## config.mk

```make
export PLATFORM = sky130hd
export DESIGN_NAME = signed_seg_display_ctrl_flat
export DESIGN_NICKNAME = d
export VERILOG_FILES = /design/src/rtl/signed_seg_display_ctrl_if.sv /design/src/rtl/signed_seg_display_ctrl.sv /design/src/flat_wrapper.sv
export SDC_FILE = /design/constraint.sdc
export NUM_CORES = 1
export LEC_CHECK = 0
export CORE_ASPECT_RATIO = 0.5
export CORE_MARGIN = 5
export CORE_UTILIZATION = 57
export CTS_CLUSTER_DIAMETER = 80
export DETAILED_ROUTE_END_ITERATION = 7
export GPL_ROUTABILITY_DRIVEN = 1
export PLACE_DENSITY = 0.84
export SLEW_MARGIN = 20
export SYNTH_ARGS = -nofsm -noshare
export SYNTH_HDL_FRONTEND = slang
export SYNTH_SLANG_ARGS = --single-unit
export TNS_END_PERCENT = 50
```

## constraint.sdc

```tcl
create_clock -name CLK -period 4.5 [get_ports CLK]
set_input_delay 0.45 -clock CLK [delete_from_list [all_inputs] [get_ports CLK]]
set_output_delay 0.45 -clock CLK [all_outputs]
set_load 0.1 [all_outputs]
```

## src/rtl/signed_seg_display_ctrl_if.sv

```systemverilog
`timescale 1ns/1ps
`default_nettype none
// +----------------------------------------------------------------------------+
// | signed_seg_display_ctrl_if : value handshake and display pin bundle        |
// | Rev 1.0 - SEG_BRIGHTNESS_EN adds the BRIGHTNESS input                      |
// +----------------------------------------------------------------------------+
interface signed_seg_display_ctrl_if #(
  parameter int INPUT_W    = 25,
  parameter int NUM_DIGITS = 8
);
  logic [INPUT_W-1:0]            VALUE_IN;
  logic                          DP_EN;
  logic [$clog2(NUM_DIGITS)-1:0] DP_POS;
  logic                          VALUE_VALID;
  logic                          VALUE_READY;
  logic                          OVERFLOW;
  logic [7:0]                    segment;
  logic [NUM_DIGITS-1:0]         anode;
`ifdef SEG_BRIGHTNESS_EN
  logic [2:0]                    BRIGHTNESS;

  modport master (output VALUE_IN, DP_EN, DP_POS, VALUE_VALID, BRIGHTNESS,
                  input  VALUE_READY, OVERFLOW, segment, anode);
  modport slave  (input  VALUE_IN, DP_EN, DP_POS, VALUE_VALID, BRIGHTNESS,
                  output VALUE_READY, OVERFLOW, segment, anode);
`else
  modport master (output VALUE_IN, DP_EN, DP_POS, VALUE_VALID,
                  input  VALUE_READY, OVERFLOW, segment, anode);
  modport slave  (input  VALUE_IN, DP_EN, DP_POS, VALUE_VALID,
                  output VALUE_READY, OVERFLOW, segment, anode);
`endif
endinterface
`default_nettype wire

```

## src/rtl/signed_seg_display_ctrl.sv

```systemverilog
`timescale 1ns/1ps
`default_nettype none
// +----------------------------------------------------------------------------+
// | signed_seg_display_ctrl : signed value -> BCD -> multiplexed 7-seg driver  |
// | Rev 1.0 - optional SEG_BRIGHTNESS_EN gates anode duty cycle                |
// +----------------------------------------------------------------------------+
module signed_seg_display_ctrl #(
  parameter int INPUT_W         = 25,
  parameter int NUM_DIGITS      = 8,
  parameter int TICKS_PER_DIGIT = 100000
) (
  input  logic                      CLK,
  input  logic                      RESET_N,
  signed_seg_display_ctrl_if.slave  bus
);
  localparam int c_IW = $clog2(NUM_DIGITS);
  localparam int c_TW = $clog2(TICKS_PER_DIGIT);
  localparam int c_CW = $clog2(INPUT_W + 1);
  localparam int c_BW = 4 * (NUM_DIGITS - 1);

  typedef enum logic [1:0] {
    ST_IDLE    = 2'd0,
    ST_CONVERT = 2'd1,
    ST_COMMIT  = 2'd2
  } state_t;

  state_t              r_state, w_state_next;
  logic                r_ready;
  logic [INPUT_W-1:0]  r_mag;
  logic                r_sign, r_dp_en, r_ovf;
  logic [c_IW-1:0]     r_dp_pos;
  logic [c_BW-1:0]     r_bcd, w_adj;
  logic [c_CW-1:0]     r_cnt;
  logic [c_BW-1:0]     r_disp_bcd;
  logic                r_disp_sign, r_disp_dp_en, r_disp_ovf;
  logic [c_IW-1:0]     r_disp_dp_pos;
  logic [c_TW-1:0]     r_tick, w_tick_next;
  logic [c_IW-1:0]     r_idx, w_idx_next, w_hz;
  logic [7:0]          r_seg, w_seg_next;
  logic [NUM_DIGITS-1:0] r_an, w_an_next;
  logic                w_accept, w_tick_wrap, w_dp_eff, w_lit;
  logic [INPUT_W-1:0]  w_abs;
  logic [4*NUM_DIGITS-1:0] w_bcd_ext;
  logic [3:0]          w_nib;

  function automatic logic [7:0] seg7(input logic [3:0] v);
    case (v)
      4'd0: seg7 = 8'h03; 4'd1: seg7 = 8'h9F; 4'd2: seg7 = 8'h25; 4'd3: seg7 = 8'h0D;
      4'd4: seg7 = 8'h99; 4'd5: seg7 = 8'h49; 4'd6: seg7 = 8'h41; 4'd7: seg7 = 8'h1F;
      4'd8: seg7 = 8'h01; 4'd9: seg7 = 8'h09; default: seg7 = 8'hFF;
    endcase
  endfunction

  assign w_accept = bus.VALUE_VALID && r_ready;
  assign w_abs    = bus.VALUE_IN[INPUT_W-1] ? (~bus.VALUE_IN + 1'b1) : bus.VALUE_IN;

  always_ff @(posedge CLK) begin
    if (!RESET_N) r_state <= ST_IDLE;
    else          r_state <= w_state_next;
  end

  always_comb begin
    w_state_next = r_state;
    case (r_state)
      ST_IDLE:    if (w_accept) w_state_next = ST_CONVERT;
      ST_CONVERT: if (r_cnt == c_CW'(INPUT_W - 1)) w_state_next = ST_COMMIT;
      ST_COMMIT:  w_state_next = ST_IDLE;
      default:    w_state_next = ST_IDLE;
    endcase
  end

  // Double-dabble correction step: nibbles >= 5 would exceed 9 after the shift
  always_comb begin
    w_adj = r_bcd;
    for (int i = 0; i < NUM_DIGITS - 1; i++)
      if (r_bcd[4*i +: 4] >= 4'd5) w_adj[4*i +: 4] = r_bcd[4*i +: 4] + 4'd3;
  end

  always_ff @(posedge CLK) begin
    if (!RESET_N) begin
      r_ready       <= 1'b0;
      r_mag         <= '0;
      r_sign        <= 1'b0;
      r_dp_en       <= 1'b0;
      r_dp_pos      <= '0;
      r_bcd         <= '0;
      r_ovf         <= 1'b0;
      r_cnt         <= '0;
      r_disp_bcd    <= '0;
      r_disp_sign   <= 1'b0;
      r_disp_dp_en  <= 1'b0;
      r_disp_dp_pos <= '0;
      r_disp_ovf    <= 1'b0;
    end else begin
      r_ready <= (w_state_next == ST_IDLE);
      case (r_state)
        ST_IDLE: if (w_accept) begin
          r_sign   <= bus.VALUE_IN[INPUT_W-1];
          r_mag    <= w_abs;
          r_dp_en  <= bus.DP_EN;
          r_dp_pos <= bus.DP_POS;
          r_bcd    <= '0;
          r_ovf    <= 1'b0;
          r_cnt    <= '0;
        end
        ST_CONVERT: begin
          r_bcd <= {w_adj[c_BW-2:0], r_mag[INPUT_W-1]};
          r_ovf <= r_ovf | w_adj[c_BW-1];
          r_mag <= {r_mag[INPUT_W-2:0], 1'b0};
          r_cnt <= r_cnt + 1'b1;
        end
        ST_COMMIT: begin
          r_disp_bcd    <= r_bcd;
          r_disp_sign   <= r_sign;
          r_disp_dp_en  <= r_dp_en;
          r_disp_dp_pos <= r_dp_pos;
          r_disp_ovf    <= r_ovf;
        end
        default: ;
      endcase
    end
  end

  assign w_tick_wrap = (r_tick == c_TW'(TICKS_PER_DIGIT - 1));
  assign w_tick_next = w_tick_wrap ? '0 : r_tick + 1'b1;
  assign w_idx_next  = !w_tick_wrap ? r_idx :
                       (r_idx == c_IW'(NUM_DIGITS - 1)) ? '0 : r_idx + 1'b1;
  assign w_bcd_ext   = {4'd0, r_disp_bcd};
  assign w_nib       = w_bcd_ext[{w_idx_next, 2'b00} +: 4];

  // Pattern is built from the next index so segment and anode switch together
  always_comb begin
    w_hz = '0;
    for (int i = 0; i < NUM_DIGITS - 1; i++)
      if (r_disp_bcd[4*i +: 4] != 4'd0) w_hz = c_IW'(i);
    w_dp_eff = r_disp_dp_en && (r_disp_dp_pos != '0) &&
               (r_disp_dp_pos <= c_IW'(NUM_DIGITS - 2));
    w_seg_next = seg7(w_nib);
    if ((w_idx_next > w_hz) && !(w_dp_eff && (w_idx_next <= r_disp_dp_pos)))
      w_seg_next = 8'hFF;
    if (w_dp_eff && (w_idx_next == r_disp_dp_pos)) w_seg_next[0] = 1'b0;
    if (w_idx_next == c_IW'(NUM_DIGITS - 1)) w_seg_next = r_disp_sign ? 8'hFD : 8'hFF;
    if (r_disp_ovf) w_seg_next = 8'hFD;
  end

`ifdef SEG_BRIGHTNESS_EN
  assign w_lit = (32'(w_tick_next) <
                  ((32'(bus.BRIGHTNESS) + 32'd1) * 32'(TICKS_PER_DIGIT)) / 32'd8);
`else
  assign w_lit = 1'b1;
`endif
  assign w_an_next = w_lit ? ~(NUM_DIGITS'(1) << w_idx_next) : '1;

  always_ff @(posedge CLK) begin
    if (!RESET_N) begin
      r_tick <= '0;
      r_idx  <= '0;
      r_seg  <= 8'hFF;
      r_an   <= '1;
    end else begin
      r_tick <= w_tick_next;
      r_idx  <= w_idx_next;
      r_seg  <= w_seg_next;
      r_an   <= w_an_next;
    end
  end

  assign bus.VALUE_READY = r_ready;
  assign bus.OVERFLOW    = r_disp_ovf;
  assign bus.segment     = r_seg;
  assign bus.anode       = r_an;
endmodule
`default_nettype wire

```

## src/flat_wrapper.sv

```systemverilog
// flat-port wrapper written by rule: the top's interface ports become plain ports
module signed_seg_display_ctrl_flat 
#(
  parameter int INPUT_W         = 25,
  parameter int NUM_DIGITS      = 8,
  parameter int TICKS_PER_DIGIT = 100000
)
  (CLK, RESET_N, bus_VALUE_IN, bus_DP_EN, bus_DP_POS, bus_VALUE_VALID, bus_VALUE_READY, bus_OVERFLOW, bus_segment, bus_anode);
  signed_seg_display_ctrl_if #(.INPUT_W(INPUT_W), .NUM_DIGITS(NUM_DIGITS)) bus_i ();
  input  logic CLK;
  input  logic RESET_N;
  input wire logic [$bits(bus_i.VALUE_IN)-1:0] bus_VALUE_IN;
  input wire logic [$bits(bus_i.DP_EN)-1:0] bus_DP_EN;
  input wire logic [$bits(bus_i.DP_POS)-1:0] bus_DP_POS;
  input wire logic [$bits(bus_i.VALUE_VALID)-1:0] bus_VALUE_VALID;
  output wire logic [$bits(bus_i.VALUE_READY)-1:0] bus_VALUE_READY;
  output wire logic [$bits(bus_i.OVERFLOW)-1:0] bus_OVERFLOW;
  output wire logic [$bits(bus_i.segment)-1:0] bus_segment;
  output wire logic [$bits(bus_i.anode)-1:0] bus_anode;
  assign bus_i.VALUE_IN = bus_VALUE_IN;
  assign bus_i.DP_EN = bus_DP_EN;
  assign bus_i.DP_POS = bus_DP_POS;
  assign bus_i.VALUE_VALID = bus_VALUE_VALID;
  assign bus_VALUE_READY = bus_i.VALUE_READY;
  assign bus_OVERFLOW = bus_i.OVERFLOW;
  assign bus_segment = bus_i.segment;
  assign bus_anode = bus_i.anode;
  signed_seg_display_ctrl #(.INPUT_W(INPUT_W), .NUM_DIGITS(NUM_DIGITS), .TICKS_PER_DIGIT(TICKS_PER_DIGIT)) u_core (.CLK(CLK), .RESET_N(RESET_N), .bus(bus_i));
endmodule
```

### Yosys cells after proc, flatten, opt, wreduce, memory -nomap -nowiden

Memory sizes are Yosys's and may differ from the RTL's.
Index checks and enable logic that the tools add are counted.

| storage, ports and cells | value |
|---|---|
| bits in writable memories | 0 |
| memories | 1 |
| flip-flop bits (word level) | 137 |
| bits in latches | 0 |
| input port bits | 32 |
| output and inout port bits | 18 |
| bits in read-only memories | 112 |

| cells by class | value |
|---|---|
| order comparisons | 10 |
| $add $sub $neg | 11 |
| shifts and indexed selects | 2 |
| eq/ne operators | 8 |
| div/mod/pow operators | 0 |
| reductions and logical operators | 21 |
| mux-type cells | 32 |
| $mul | 0 |
| bitwise logic cells | 4 |

Memory list:

| name | words | width | read ports | clocked after memory_dff | wr ports | line | RTL |
|---|---|---|---|---|---|---|---|
| (no name shown) | 16 | 7 | 1 | 0 | 0 | signed_seg_display_ctrl.sv:47 | `case (v)` |

Operators by type and width:

| cell | number |
|---|---|
| $pmux W28 S2 | 1 |
| $mux W25 | 2 |
| $pmux W25 S2 | 1 |
| $shiftx A32 B6 Y4 | 1 |
| $add A4 B2 Y4 const B | 7 |
| $ge A4 B3 Y1 const B | 7 |
| $mux W28 | 1 |
| $mux W4 | 7 |
| $add A25 B1 Y25 const B | 1 |
| $not A25 Y25 | 1 |
| $reduce_bool A4 Y1 | 6 |
| $add A17 B1 Y17 const B | 1 |
| $eq A17 B17 Y1 const B | 1 |
| $mux W8 | 2 |
| $mux W3 | 5 |
| $mux W2 | 6 |
| $pmux W5 S2 | 1 |
| $not A8 Y8 | 1 |
| $shl A1 B3 Y8 const A | 1 |
| $eq A3 B3 Y1 const B | 2 |
| $logic_and A1 B1 Y1 | 6 |
| $add A5 B1 Y5 const B | 1 |
| $eq A5 B5 Y1 const B | 1 |
| $mux W5 | 1 |
| other kinds (19) | 24 |

### Depth between registers and ports, before layout

Gate-level depths: netlist (run 1).

| logic depth | value |
|---|---|
| depth after elaboration | 13 |
| depth in mapped cells | 14 |
| gate-level depth less buffers | 13 |

### Worst setup path after synthesis (run 1)

Ideal clock, no wire load.

| timing path | value |
|---|---|
| kind | register -> register |
| start | register u_core.r_tick[0] |
| end | register u_core.r_seg[3] (netlist: u_core.bus.segment[3]) |
| arrival | 3.071 ns |
| setup slack | 1.307 ns |
| cell stages (with the launch flop) | 15 |
| buffers on the path | 1 |
| data required time | 4.378 ns |
| cells stage by stage | dfxtp_1 -> ha_1 -> and4_1 -> nand4_4 -> mux2_4 -> buf_6 -> ha_1 -> nor2b_1 -> o21a_1 -> o21ai_0 -> or2_2 -> o22ai_1 -> nor3_1 -> nand2_1 -> o32a_1 |

| on the way | value |
|---|---|
| longest elaborated chain between the ends | 8 |
| elaborated cells on any way between the ends | 12 |
| those cells by class | order compare: 2; eq/ne: 2; shift: 1; mux: 3; reduce/logical: 3; memory: 1 |

Ends and longest elaborated chain:

| item | line | RTL |
|---|---|---|
| start: declaration | signed_seg_display_ctrl.sv:37 | `logic [c_TW-1:0] r_tick, w_tick_next;` |
| start signal: assignment | signed_seg_display_ctrl.sv:161 | `r_tick <= w_tick_next;` |
| $eq A17 B17 Y1 (*) | signed_seg_display_ctrl.sv:124 | `assign w_tick_wrap = (r_tick == c_TW'(TICKS_PER_DIGIT - 1));` |
| $mux W3 (*) | signed_seg_display_ctrl.sv:126 | `assign w_idx_next = !w_tick_wrap ? r_idx :` |
| via u_core.w_idx_next[1] | signed_seg_display_ctrl.sv:38 | `logic [c_IW-1:0] r_idx, w_idx_next, w_hz;` |
| branches (longest 5 deep; another with $mem_v2 Z16 W7) | -- |  |
| $mux W8 (*) | signed_seg_display_ctrl.sv:142 | `if (w_idx_next == c_IW'(NUM_DIGITS - 1)) w_seg_next = r_disp_sign ? 8'hFD : 8'hFF;` |
| end signal: assignment | signed_seg_display_ctrl.sv:163 | `r_seg <= w_seg_next;` |
| end: declaration | signed_seg_display_ctrl.sv:39 | `logic [7:0] r_seg, w_seg_next;` |

Mark *: on every way through the listed nets, which the timed path passes.
A chain may end at the register's enable or synchronous reset.

### Final worst setup path (run 1)

| timing path | value |
|---|---|
| start | register u_core.r_tick[0] |
| end | register u_core.r_seg[6] (netlist: u_core.bus.segment[6]) |

Same word-level chain as after synthesis.

==> run summary, run 1 <==
=================================================================================================================
Outcome ............................................................................................    completed
Slack of the worst reg-to-reg path .................................................................      0.95 ns
Wire length of the first global-routing pass .......................................................     26.03 mm
Syn avg cell area ..................................................................................  8.686 sq um
Clock tree from TritonCTS ..........................................................................          yes
Basic-gate share of the synthesized area counting and, or, nand and nor cells ......................       19.87%
Routed wirelength normalized by instance count .....................................................     15.14 um
Initial core utilization ...........................................................................       58.24%
Measured slew at the worst slew-check pin ..........................................................    0.9884 ns
Pin count of the biggest net entering global routing ...............................................           63
Pwr/cell area ...................................................................................... 357.6 nW/um^2
Most common cell in the synthesized netlist ........................................................      dfxtp_1
Non-filler cells in the finished layout ............................................................        1,002
Clock edge transition at the registers on the reported setup and hold paths ........................      0.06 ns
Final nets .........................................................................................          887
Final setup slack of the worst path ................................................................    0.9489 ns
Die ar. ............................................................................................ 14,530 sq um
CTS max path bufs ..................................................................................            2
Peak supply drop ...................................................................................  0.0002626 V
Area of the core ................................................................................... 11,840 sq um
Total half-perimeter wirelength after legalization and detailed placement ..........................     10.26 mm
Total CTS buffers ..................................................................................           17
Tmin final .........................................................................................     3.551 ns
DIE HEIGHT .........................................................................................     87.78 um
CTS root buffer ....................................................................................    clkbuf_16
Arithmetic-cell share of the synthesized area counting full adders, half adders and majority gates .       5.624%
Final setup vio count ..............................................................................            0
Final antenna diode count ..........................................................................            0
Static power due to leakage ........................................................................     2.954 nW
Remaining design rule violation count ..............................................................            0
Distinct cells, synth ..............................................................................           65
Fraction of final layout cells with drive strength greater than 1 ..................................       7.646%
Number of standard-cell rows in the floorplan ......................................................           28
Via density per instance ...........................................................................        5.820
F_max ..............................................................................................    281.6 MHz
Post-synthesis compound-gate area fraction .........................................................       21.32%
Worst Path Arrival .................................................................................      3.86 ns
Count of warnings emitted by yosys .................................................................            0
Combinational family with the most area after synthesis ............................................ compound AO/OA/AOI/OAI gates
Number of detailed-routing iterations run before antenna repair ....................................            5
Total gr overflow ..................................................................................            0
Final-layout setup total negative slack ............................................................         0 ns
Share of flip-flops with an asynchronous set or reset ..............................................           0%
Worst slew margin relative to its limit ............................................................       33.90%
Hold slack .........................................................................................    0.4653 ns
Type of the worst setup path ....................................................................... register to register
Number of antenna violations at the first check in global routing ..................................            0
Placement Setup Slack ..............................................................................    0.9644 ns
Post-CTS setup buffers .............................................................................            0
Sequential share of the synthesized area ...........................................................       39.77%
Max-capacitance violation count ....................................................................            0
Capturing element type of the critical path ........................................................     register
CP Data Required Time ..............................................................................      4.81 ns
Total number of clock tree sinks ...................................................................          137
Synthesized netlist net count ......................................................................          857
Crit-path max FO ...................................................................................           10
Post-layout total power ............................................................................     2.889 mW
Largest cells by area after synthesis .............................................................. dfxtp_1, nand2_1, ha_1
Main flop type after synthesis .....................................................................      dfxtp_1
Final hold violations ..............................................................................            0
Number of routed nets with antenna violations ......................................................            0
Clock insertion delay at the later pin of the skew report ..........................................      0.42 ns
Setup skew after layout ............................................................................  0.006046 ns
H-tree depth .......................................................................................            4
Detailed router's first-iteration violation count ..................................................          463
Syn Inst Count .....................................................................................          794
Min-Delay Path Class ............................................................................... register to register
Buffers on Ports ...................................................................................           49
Cell type with the highest aggregate area in the netlist ...........................................      dfxtp_1
PostCTS Resize Cnt .................................................................................            0
Cell count after placement .........................................................................          970
Total Wirelength ...................................................................................     15.17 mm
Final weighted congestion in routability-driven placement ..........................................       0.8475
Multiplexer share of the synthesized area ..........................................................       2.957%
Number of vias in the routed layout ................................................................        5,832
Area added between synthesis and finish ............................................................       17.16%
Period Utilization, post-route .....................................................................       78.91%
Flip-flop and latch count after synthesis ..........................................................          137
Kind of launch point of the worst setup path .......................................................     register
RSZ-0062 raised after global routing ...............................................................        false
Xor and xnor fraction of the mapped netlist area ...................................................       6.477%
Via count of the first global-routing pass .........................................................        5,607
Fin. max-slew vios .................................................................................            0
I/O Pins ...........................................................................................           50
GR Util All Layers .................................................................................       21.99%
Number of enable-type register cells in the synthesized netlist ....................................            0
Cell area after synthesis ..........................................................................   6897 sq um
Most used standard cells in the synthesized netlist ................................................ dfxtp_1, nand2_1, a21boi_0, a21oi_1, o21ai_0
Top cell type's share of synthesized area ..........................................................       39.77%
Die extent in x ....................................................................................     165.6 um
Count of hold buffers inserted by post-cts repair ..................................................            0
=================================================================================================================
report_power, final:
part	internal, mW	switching (mW)	total (mW)
Sequential	1.25	0.0200	1.27
Clock	0.900	0.495	1.40
Combinational	0.0876	0.138	0.226
worst paths after layout:
| kind | from | to | depth (start not counted) |
|---|---|---|---|
| hold reg to reg | u_core.r_dp_pos[0] | u_core.r_dp_pos[0] | 2 |
| hold / removal | u_core.r_dp_pos[0] | u_core.r_dp_pos[0] | 2 |
| setup reg to reg | u_core.r_tick[0] | u_core.bus.segment[6] | 13 |
| setup / recovery | u_core.r_tick[0] | u_core.bus.segment[6] | 13 |
kinds of logic after synthesis:
| group | after synthesis |
|---|---|
| flops | 137 |
| fa+ha+maj | 31 |
| simple gates | 276 |
| xor+xnor | 51 |
| buf+inv | 71 |
| mux | 18 |
| compound gates | 210 |
registers in the layout, indices dropped and copies added, names as in the netlist, 5 cells and up:
name,cells
u_core.r_mag,25
u_core.bus.segment,8
u_core.r_tick,17
u_core.bus.anode,8
u_core.r_bcd,28
u_core.r_cnt,5
u_core.r_disp_bcd,28
stage by stage:
| stage | utilization [%] | instance area, sq um |
|---|---|---|
| after floorplan | - | 6897 |
| after global placement | 63.08 | 7470 |
| after detailed placement | 63.14 | 7477 |
| after CTS | 68.24 | 8080 |
| after global routing | 68.24 | 8080 |
| final | 68.24 | 8080 |
critical path: stages, from the launching register on:
cell and delay (ns):
dfxtp_1 0.37, ha_1 0.24, and4_1 0.32, nand4_4 0.25
mux2i_4 0.39, inv_2 0.19, ha_1 0.35, o21a_1 0.11
o21ai_0 0.24, or2_2 0.17, o22ai_1 0.08, nor3_1 0.30
o21ai_2 0.15, a31o_2 0.25
layout by cell type (no fill, tap or decap), types with 11 or more instances in the layout:
master,instances
a21boi_0,46
a21oi_1,44
a22oi_1,18
and2_1,13
clkbuf_16,17
clkdlybuf4s50_1,48
dfxtp_1,137
ha_1,31
inv_1,26
mux2i_1,14
nand2_1,121
nand2b_1,11
nand3_1,25
nor2_1,29
nor2b_1,25
nor3_1,11
o21ai_0,41
o221ai_1,22
xnor2_1,18
xor2_1,33
per-layer routing:
| layer | up-vias | global-route usage, % | share of wire, % |
|---|---|---|---|
| met5 | - | 0 | 0 |
| met4 | 0 | 8.383 | 2.0 |
| met3 | 30 | 5.360 | 5.5 |
| met2 | 177 | 35.47 | 46 |
| met1 | 2754 | 28.91 | 47 |
| li1 | 2871 | - | - |
layout make-up:
cell class                 instances  area [sq um]
multi-input combinational        586          3896
fill                             968          3761
sequential                       137          2743
timing repair buffer              55         530.5
clock buffer                      25         515.5
tap                              165         206.4
inverter                          27         101.3
clock inverter                     7         87.58
No activity file was read; power rests on OpenSTA's default activity.
==> run 2, diff against run 1 <==
Clock period 4.5 ns to 3.29 ns, I/O delays scaled along.
==> run summary, run 2 (synthesized netlist as in run 1, its figures left out) <==
==========================================================================================
Outcome .....................................................................    completed   unchanged
Tmin final ..................................................................     3.122 ns   was 3.551 ns
Via density per instance ....................................................        5.730   was 5.820
Area added between synthesis and finish .....................................       18.40%   was 17.16%
Placement Setup Slack .......................................................    0.1158 ns   was 0.9644 ns
Type of the worst setup path ................................................ register to register   unchanged
Die extent in x .............................................................     165.6 um   unchanged
Measured slew at the worst slew-check pin ...................................    0.9880 ns   was 0.9884 ns
Pwr/cell area ............................................................... 470.9 nW/um^2   was 357.6 nW/um^2
I/O Pins ....................................................................           50   unchanged
Cell breakdown of the critical path ......................................... ha_2 -> and4_2 -> nand4_4 -> buf_4 -> mux2_2 -> a221oi_2 -> o21ai_0 -> nand2_1 -> inv_1 -> ha_1 -> or2_2 -> a31o_1   was ha_1 -> and4_1 -> nand4_4 -> mux2i_4 -> inv_2 -> ha_1 -> o21a_1 -> o21ai_0 -> or2_2 -> o22ai_1 -> nor3_1 -> o21ai_2 -> a31o_2
Number of detailed-routing iterations run before antenna repair .............            5   unchanged
CTS root buffer .............................................................    clkbuf_16   unchanged
Final hold violations .......................................................            0   unchanged
Commonest non-fill, non-tap cells in the layout ............................. dfxtp_1, nand2_1, clkdlybuf4s50_1   unchanged
Final instance area .........................................................   8165 sq um   was 8080 sq um
GR Util All Layers ..........................................................       22.00%   was 21.99%
Post-layout total power .....................................................     3.845 mW   was 2.889 mW
Buffers on Ports ............................................................           49   unchanged
DIE HEIGHT ..................................................................     87.78 um   unchanged
Final weighted congestion in routability-driven placement ...................       0.8788   was 0.8475
Hold slack ..................................................................    0.4169 ns   was 0.4653 ns
Setup skew after layout .....................................................  0.006644 ns   was 0.006046 ns
Routed wirelength normalized by instance count ..............................     15.37 um   was 15.14 um
Largest registers ranked by flip-flop count ................................. u_core.r_bcd x28, u_core.r_disp_bcd x28, u_core.r_mag x25   unchanged
Number of routed nets with antenna violations ...............................            0   unchanged
Worst slew margin relative to its limit .....................................       33.93%   was 33.90%
Crit-path max FO ............................................................            9   was 10
Maximum cell stage delay along the critical path ............................      0.38 ns   was 0.39 ns
Wire length of the first global-routing pass ................................     25.95 mm   was 26.03 mm
Static power due to leakage .................................................     2.978 nW   was 2.954 nW
Die ar. ..................................................................... 14,530 sq um   unchanged
Placed cell area ............................................................   7565 sq um   was 7477 sq um
Via count of the first global-routing pass ..................................        5,596   was 5,607
Most common cell after layout, fill and taps aside ..........................      dfxtp_1   unchanged
Capturing element type of the critical path .................................     register   unchanged
Remaining design rule violation count .......................................            0   unchanged
Area of the core ............................................................ 11,840 sq um   unchanged
Worst Path Arrival ..........................................................      3.42 ns   was 3.86 ns
Startpoint of the worst-slack reg-to-reg timing path ........................ u_core.r_tick[0]   unchanged
Kind of cell adding the most delay to the critical path ..................... simple AND/OR/NAND/NOR gates   unchanged
Worst Hold Launch ...........................................................      RESET_N   was u_core.r_dp_pos[0]
H-tree depth ................................................................            4   unchanged
RSZ-0062 raised after global routing ........................................        false   unchanged
Number of standard-cell rows in the floorplan ...............................           28   unchanged
Count of hold buffers inserted by post-cts repair ...........................            0   unchanged
Total gr overflow ...........................................................            0   unchanged
Final nets ..................................................................          899   was 887
Total number of clock tree sinks ............................................          137   unchanged
Share of the core filled with cells in the final layout .....................       68.96%   was 68.24%
CTS max path bufs ...........................................................            2   unchanged
Peak supply drop ............................................................  0.0003497 V   was 0.0002626 V
Number of antenna violations at the first check in global routing ...........            0   unchanged
Clock tree from TritonCTS ...................................................          yes   unchanged
Min-Delay Path Class ........................................................ primary input to register   was register to register
Total half-perimeter wirelength after legalization and detailed placement ...     10.55 mm   was 10.26 mm
Combined buffer and inverter count along the critical path ..................            2   was 1
F_max .......................................................................    320.3 MHz   was 281.6 MHz
Worst setup path start ...................................................... u_core.r_tick[0]   unchanged
Fraction of final layout cells with drive strength greater than 1 ...........       9.198%   was 7.646%
Pin count of the biggest net entering global routing ........................           82   was 63
Max-capacitance violation count .............................................            0   unchanged
Final setup vio count .......................................................            0   unchanged
Detailed router's first-iteration violation count ...........................          429   was 463
Total CTS buffers ...........................................................           17   unchanged
Fin. max-slew vios ..........................................................            0   unchanged
Period Utilization, post-route ..............................................       94.90%   was 78.91%
Total Wirelength ............................................................     15.57 mm   was 15.17 mm
Final setup slack of the worst path .........................................    0.1678 ns   was 0.9489 ns
Non-filler cells in the finished layout .....................................        1,013   was 1,002
Clock insertion delay at the later pin of the skew report ...................      0.41 ns   was 0.42 ns
Clock edge transition at the registers on the reported setup and hold paths .      0.05 ns   was 0.06 ns
Final antenna diode count ...................................................            0   unchanged
Kind of launch point of the worst setup path ................................     register   unchanged
Cell with the largest stage delay on the worst path .........................      dfxtp_1   was mux2i_4
Final-layout setup total negative slack .....................................         0 ns   unchanged
CP Data Required Time .......................................................      3.59 ns   was 4.81 ns
Cell count after placement ..................................................          981   was 970
Number of vias in the routed layout .........................................        5,804   was 5,832
Initial core utilization ....................................................       58.24%   unchanged
==========================================================================================
## run 2: cell count changes in the layout (fill, tap and decap cells not counted), sizes merged
cell / before / now
buf: 7 / 19
bufinv: 2 / 1
clkbuf: 25 / 26
clkinv: 4 / 2
clkinvlp: 1 / 2
## run 2: final cells by class
class / instances / area [sq um]
clock buffer: 26 / 499.2
inverter: 27 / 101.3
fill: 958 / 3676
multi-input combinational: 586 / 3916
sequential: 137 / 2743
clock inverter: 5 / 62.56
timing repair buffer: 67 / 636.9
tap: 165 / 206.4
## run 2: layer usage
metal | up-vias | global-route usage [%] | routed length, um | share of wire, %
li1 | 2890 | - | - | -
met1 | 2745 | 28.33 | 7356 | 47
met2 | 144 | 36.80 | 7158 | 46
met3 | 25 | 5.266 | 819 | 5.3
met4 | 0 | 7.335 | 232 | 1.5
met5 | - | 0 | 0 | 0
## run 2: power by group
part / total, mW / leakage (nW) / switching, mW / internal, mW
clock: 1.79 / 0.267 / 0.676 / 1.12
sequential: 1.73 / 1.11 / 0.0270 / 1.71
combinational: 0.316 / 1.60 / 0.192 / 0.124
## run 2: what timing repair did
item / CTS / global route
endpoints found under the setup margin: 0 / 7
setup buffers: 0 / 1
resized for setup: 0 / 9
## run 2: final timing paths
| path | slack [ns] | endpoint | cells past startpoint |
|---|---|---|---|
| worst max-delay path | 0.17 | u_core.bus.segment[2] | 12 |
| worst min-delay path | 0.42 | u_core.bus.anode[3] | 2 |
| worst max register to register | 0.17 | u_core.bus.segment[2] | 12 |
| worst min register to register | 0.47 | u_core.r_disp_dp_pos[2] | 2 |
==> run 3, diff against run 2 <==
Settings changed: CORE_UTILIZATION 57 to 59, PLACE_DENSITY 0.84 to 0.86.
==> run summary, run 3 (synthesized netlist as in run 1, its figures left out) <==
==========================================================================================
Outcome .....................................................................    completed   unchanged
Wire length of the first global-routing pass ................................     26.79 mm   was 25.95 mm
Clock tree from TritonCTS ...................................................          yes   unchanged
Total CTS buffers ...........................................................           17   unchanged
Sw Share ....................................................................       23.92%   was 23.28%
DIE HEIGHT ..................................................................     86.45 um   was 87.78 um
Detailed router's first-iteration violation count ...........................          426   was 429
Remaining design rule violation count .......................................            0   unchanged
Area occupied by multi-input gates ..........................................   3928 sq um   was 3916 sq um
Seq pwr share ...............................................................        43.3%   was 45.1%
Type of the worst setup path ................................................ register to register   unchanged
Number of vias in the routed layout .........................................        5,907   was 5,804
Die extent in x .............................................................     162.9 um   was 165.6 um
CP Data Required Time .......................................................      3.59 ns   about the same
Via count of the first global-routing pass ..................................        5,628   was 5,596
Switching power total .......................................................    0.9573 mW   was 0.8952 mW
R2r worst-path depth ........................................................           12   unchanged
Number of filler instances in the final layout ..............................          815   was 958
Pin count of the biggest net entering global routing ........................           93   was 82
Measured slew at the worst slew-check pin ...................................    0.9850 ns   was 0.9880 ns
Initial core utilization ....................................................       61.49%   was 58.24%
Most common cell after layout, fill and taps aside ..........................      dfxtp_1   unchanged
Number of standard-cell rows in the floorplan ...............................           27   was 28
Final-layout setup total negative slack .....................................         0 ns   unchanged
Routing layer with the top usage in global route ............................         met2   unchanged
Met1 Use GR .................................................................       30.38%   was 28.33%
Placed cell area ............................................................   7550 sq um   was 7565 sq um
H-tree depth ................................................................            4   unchanged
Final hold violations .......................................................            0   unchanged
Static power due to leakage .................................................     2.987 nW   was 2.978 nW
Combinational cell fraction of total power ..................................         7.9%   was 8.2%
Worst Hold Launch ...........................................................      RESET_N   unchanged
Total number of clock tree sinks ............................................          137   unchanged
Setup skew after layout .....................................................  0.009572 ns   was 0.006644 ns
Slack of the worst reg-to-reg path ..........................................      0.12 ns   was 0.17 ns
CTS max path bufs ...........................................................            2   unchanged
Worst Path Arrival ..........................................................      3.47 ns   was 3.42 ns
Total half-perimeter wirelength after legalization and detailed placement ...     10.61 mm   was 10.55 mm
Fraction of final layout cells with drive strength greater than 1 ...........       9.917%   was 9.198%
Commonest non-fill, non-tap cells in the layout ............................. dfxtp_1, nand2_1, clkdlybuf4s50_1   unchanged
F_max .......................................................................    315.5 MHz   was 320.3 MHz
Worst slew margin relative to its limit .....................................       34.13%   was 33.93%
GR Util All Layers ..........................................................       23.14%   was 22.00%
Largest registers ranked by flip-flop count ................................. u_core.r_bcd x28, u_core.r_disp_bcd x28, u_core.r_mag x25   unchanged
Die ar. ..................................................................... 14,080 sq um   was 14,530 sq um
Clock Power Share ...........................................................        48.7%   was 46.7%
Total gr overflow ...........................................................            0   unchanged
Area of the core ............................................................ 11,220 sq um   was 11,840 sq um
Placement Setup Slack .......................................................    0.1032 ns   was 0.1158 ns
Destination of the worst hold path .......................................... u_core.bus.anode[1]   was u_core.bus.anode[3]
Area added between synthesis and finish .....................................       18.92%   was 18.40%
Tmin final ..................................................................     3.170 ns   was 3.122 ns
Internal Power ..............................................................     3.045 mW   was 2.950 mW
GR met3 Demand/Resource .....................................................       4.038%   was 5.266%
Kind of launch point of the worst setup path ................................     register   unchanged
Number of detailed-routing iterations run before antenna repair .............            5   unchanged
Worst r2r dst ............................................................... u_core.bus.segment[2]   unchanged
Clock insertion delay at the later pin of the skew report ...................      0.42 ns   was 0.41 ns
Min-Delay Path Class ........................................................ primary input to register   unchanged
Post-layout total power .....................................................     4.003 mW   was 3.845 mW
Routed wirelength normalized by instance count ..............................     15.73 um   was 15.37 um
Met2 capacity usage during global routing ...................................       39.14%   was 36.80%
Hold slack ..................................................................    0.3193 ns   was 0.4169 ns
Period Utilization, post-route ..............................................       96.34%   was 94.90%
Buffers on Ports ............................................................           49   unchanged
Count of hold buffers inserted by post-cts repair ...........................            0   unchanged
Final nets ..................................................................          897   was 899
Final setup slack of the worst path .........................................    0.1203 ns   was 0.1678 ns
Worst setup path start ...................................................... u_core.r_tick[0]   unchanged
Final antenna diode count ...................................................            0   unchanged
Number of routed nets with antenna violations ...............................            0   unchanged
Post-CTS setup buffers ......................................................            0   unchanged
Non-filler cells in the finished layout .....................................        1,006   was 1,013
Final instance area .........................................................   8202 sq um   was 8165 sq um
Peak supply drop ............................................................  0.0003569 V   was 0.0003497 V
Pwr/cell area ............................................................... 488.0 nW/um^2   was 470.9 nW/um^2
Cell count after placement ..................................................          974   was 981
Fin. max-slew vios ..........................................................            0   unchanged
Crit-path max FO ............................................................            9   unchanged
Capturing element type of the critical path .................................     register   unchanged
Total Wirelength ............................................................     15.83 mm   was 15.57 mm
Max-capacitance violation count .............................................            0   unchanged
Cell depth of the worst hold path ...........................................            2   unchanged
I/O Pins ....................................................................           50   unchanged
Via density per instance ....................................................        5.872   was 5.730
Clock edge transition at the registers on the reported setup and hold paths .      0.06 ns   was 0.05 ns
Sequential Area .............................................................   2743 sq um   unchanged
Startpoint of the worst-slack reg-to-reg timing path ........................ u_core.r_tick[0]   unchanged
CTS root buffer .............................................................    clkbuf_16   unchanged
Share of the core filled with cells in the final layout .....................       73.13%   was 68.96%
Final weighted congestion in routability-driven placement ...................       0.8862   was 0.8788
Number of antenna violations at the first check in global routing ...........            0   unchanged
Final setup vio count .......................................................            0   unchanged
==========================================================================================
run 3: changes by cell type in the layout (fill, tap and decap cells not counted), moves of 3 or more:
cell      delta
clkbuf_1     -5
clkinv_2     +3
clkbuf_8     -3
inv_6        +3
run 3: cell type report:
cell class / instances / area share [%]
Tap cell: 159 / 2.426
Timing Repair Buffer: 65 / 7.582
Clock inverter: 14 / 2.075
Sequential cell: 137 / 33.44
Multi-Input combinational cell: 586 / 47.89
Inverter: 27 / 1.236
Clock buffer: 18 / 5.355
run 3: power groups by stage:
stage	clock [mW]	combinational (mW)	sequential (mW)
after floorplan	0	0.167	1.80
after global placement	0	0.307	1.77
after detailed placement	0	0.314	1.77
after CTS	1.97	0.317	1.73
after global routing	2.05	0.346	1.74
final	1.95	0.318	1.73
run 3: worst max-delay path: stages, from the launching register on:
cell and delay (ns):
dfxtp_1 0.38, ha_2 0.24, and4_2 0.30, nand4_4 0.11, buf_4 0.21, mux2_2 0.35
a221oi_1 0.34, o21ai_1 0.16, nand2_2 0.17, inv_1 0.09, ha_1 0.21, or2_2 0.29
a31o_1 0.20
run 3: worst max path at each step:
stage	end	slack, ns
finish	u_core.bus.segment[2]	0.12
CTS	u_core.bus.segment[2]	0.03
floorplan	u_core.bus.segment[3]	0.1
global placement	u_core.bus.segment[5]	0.22
detailed placement	u_core.bus.segment[2]	0.10
global route	u_core.bus.segment[2]	-0.02
run 3: what timing repair did:
item                       CTS  global route
gates resized for setup      1            13
setup endpoints to repair    1             7
hold endpoints to repair     0             0
pin swaps                    0             1
run 3: per-layer routing:
layer  vias up  part of all wire, %
met3        26                  5.9
met1      2812                   46
met4         0                  1.4
met5         -                    0
li1       2892                    -
met2       177                   47
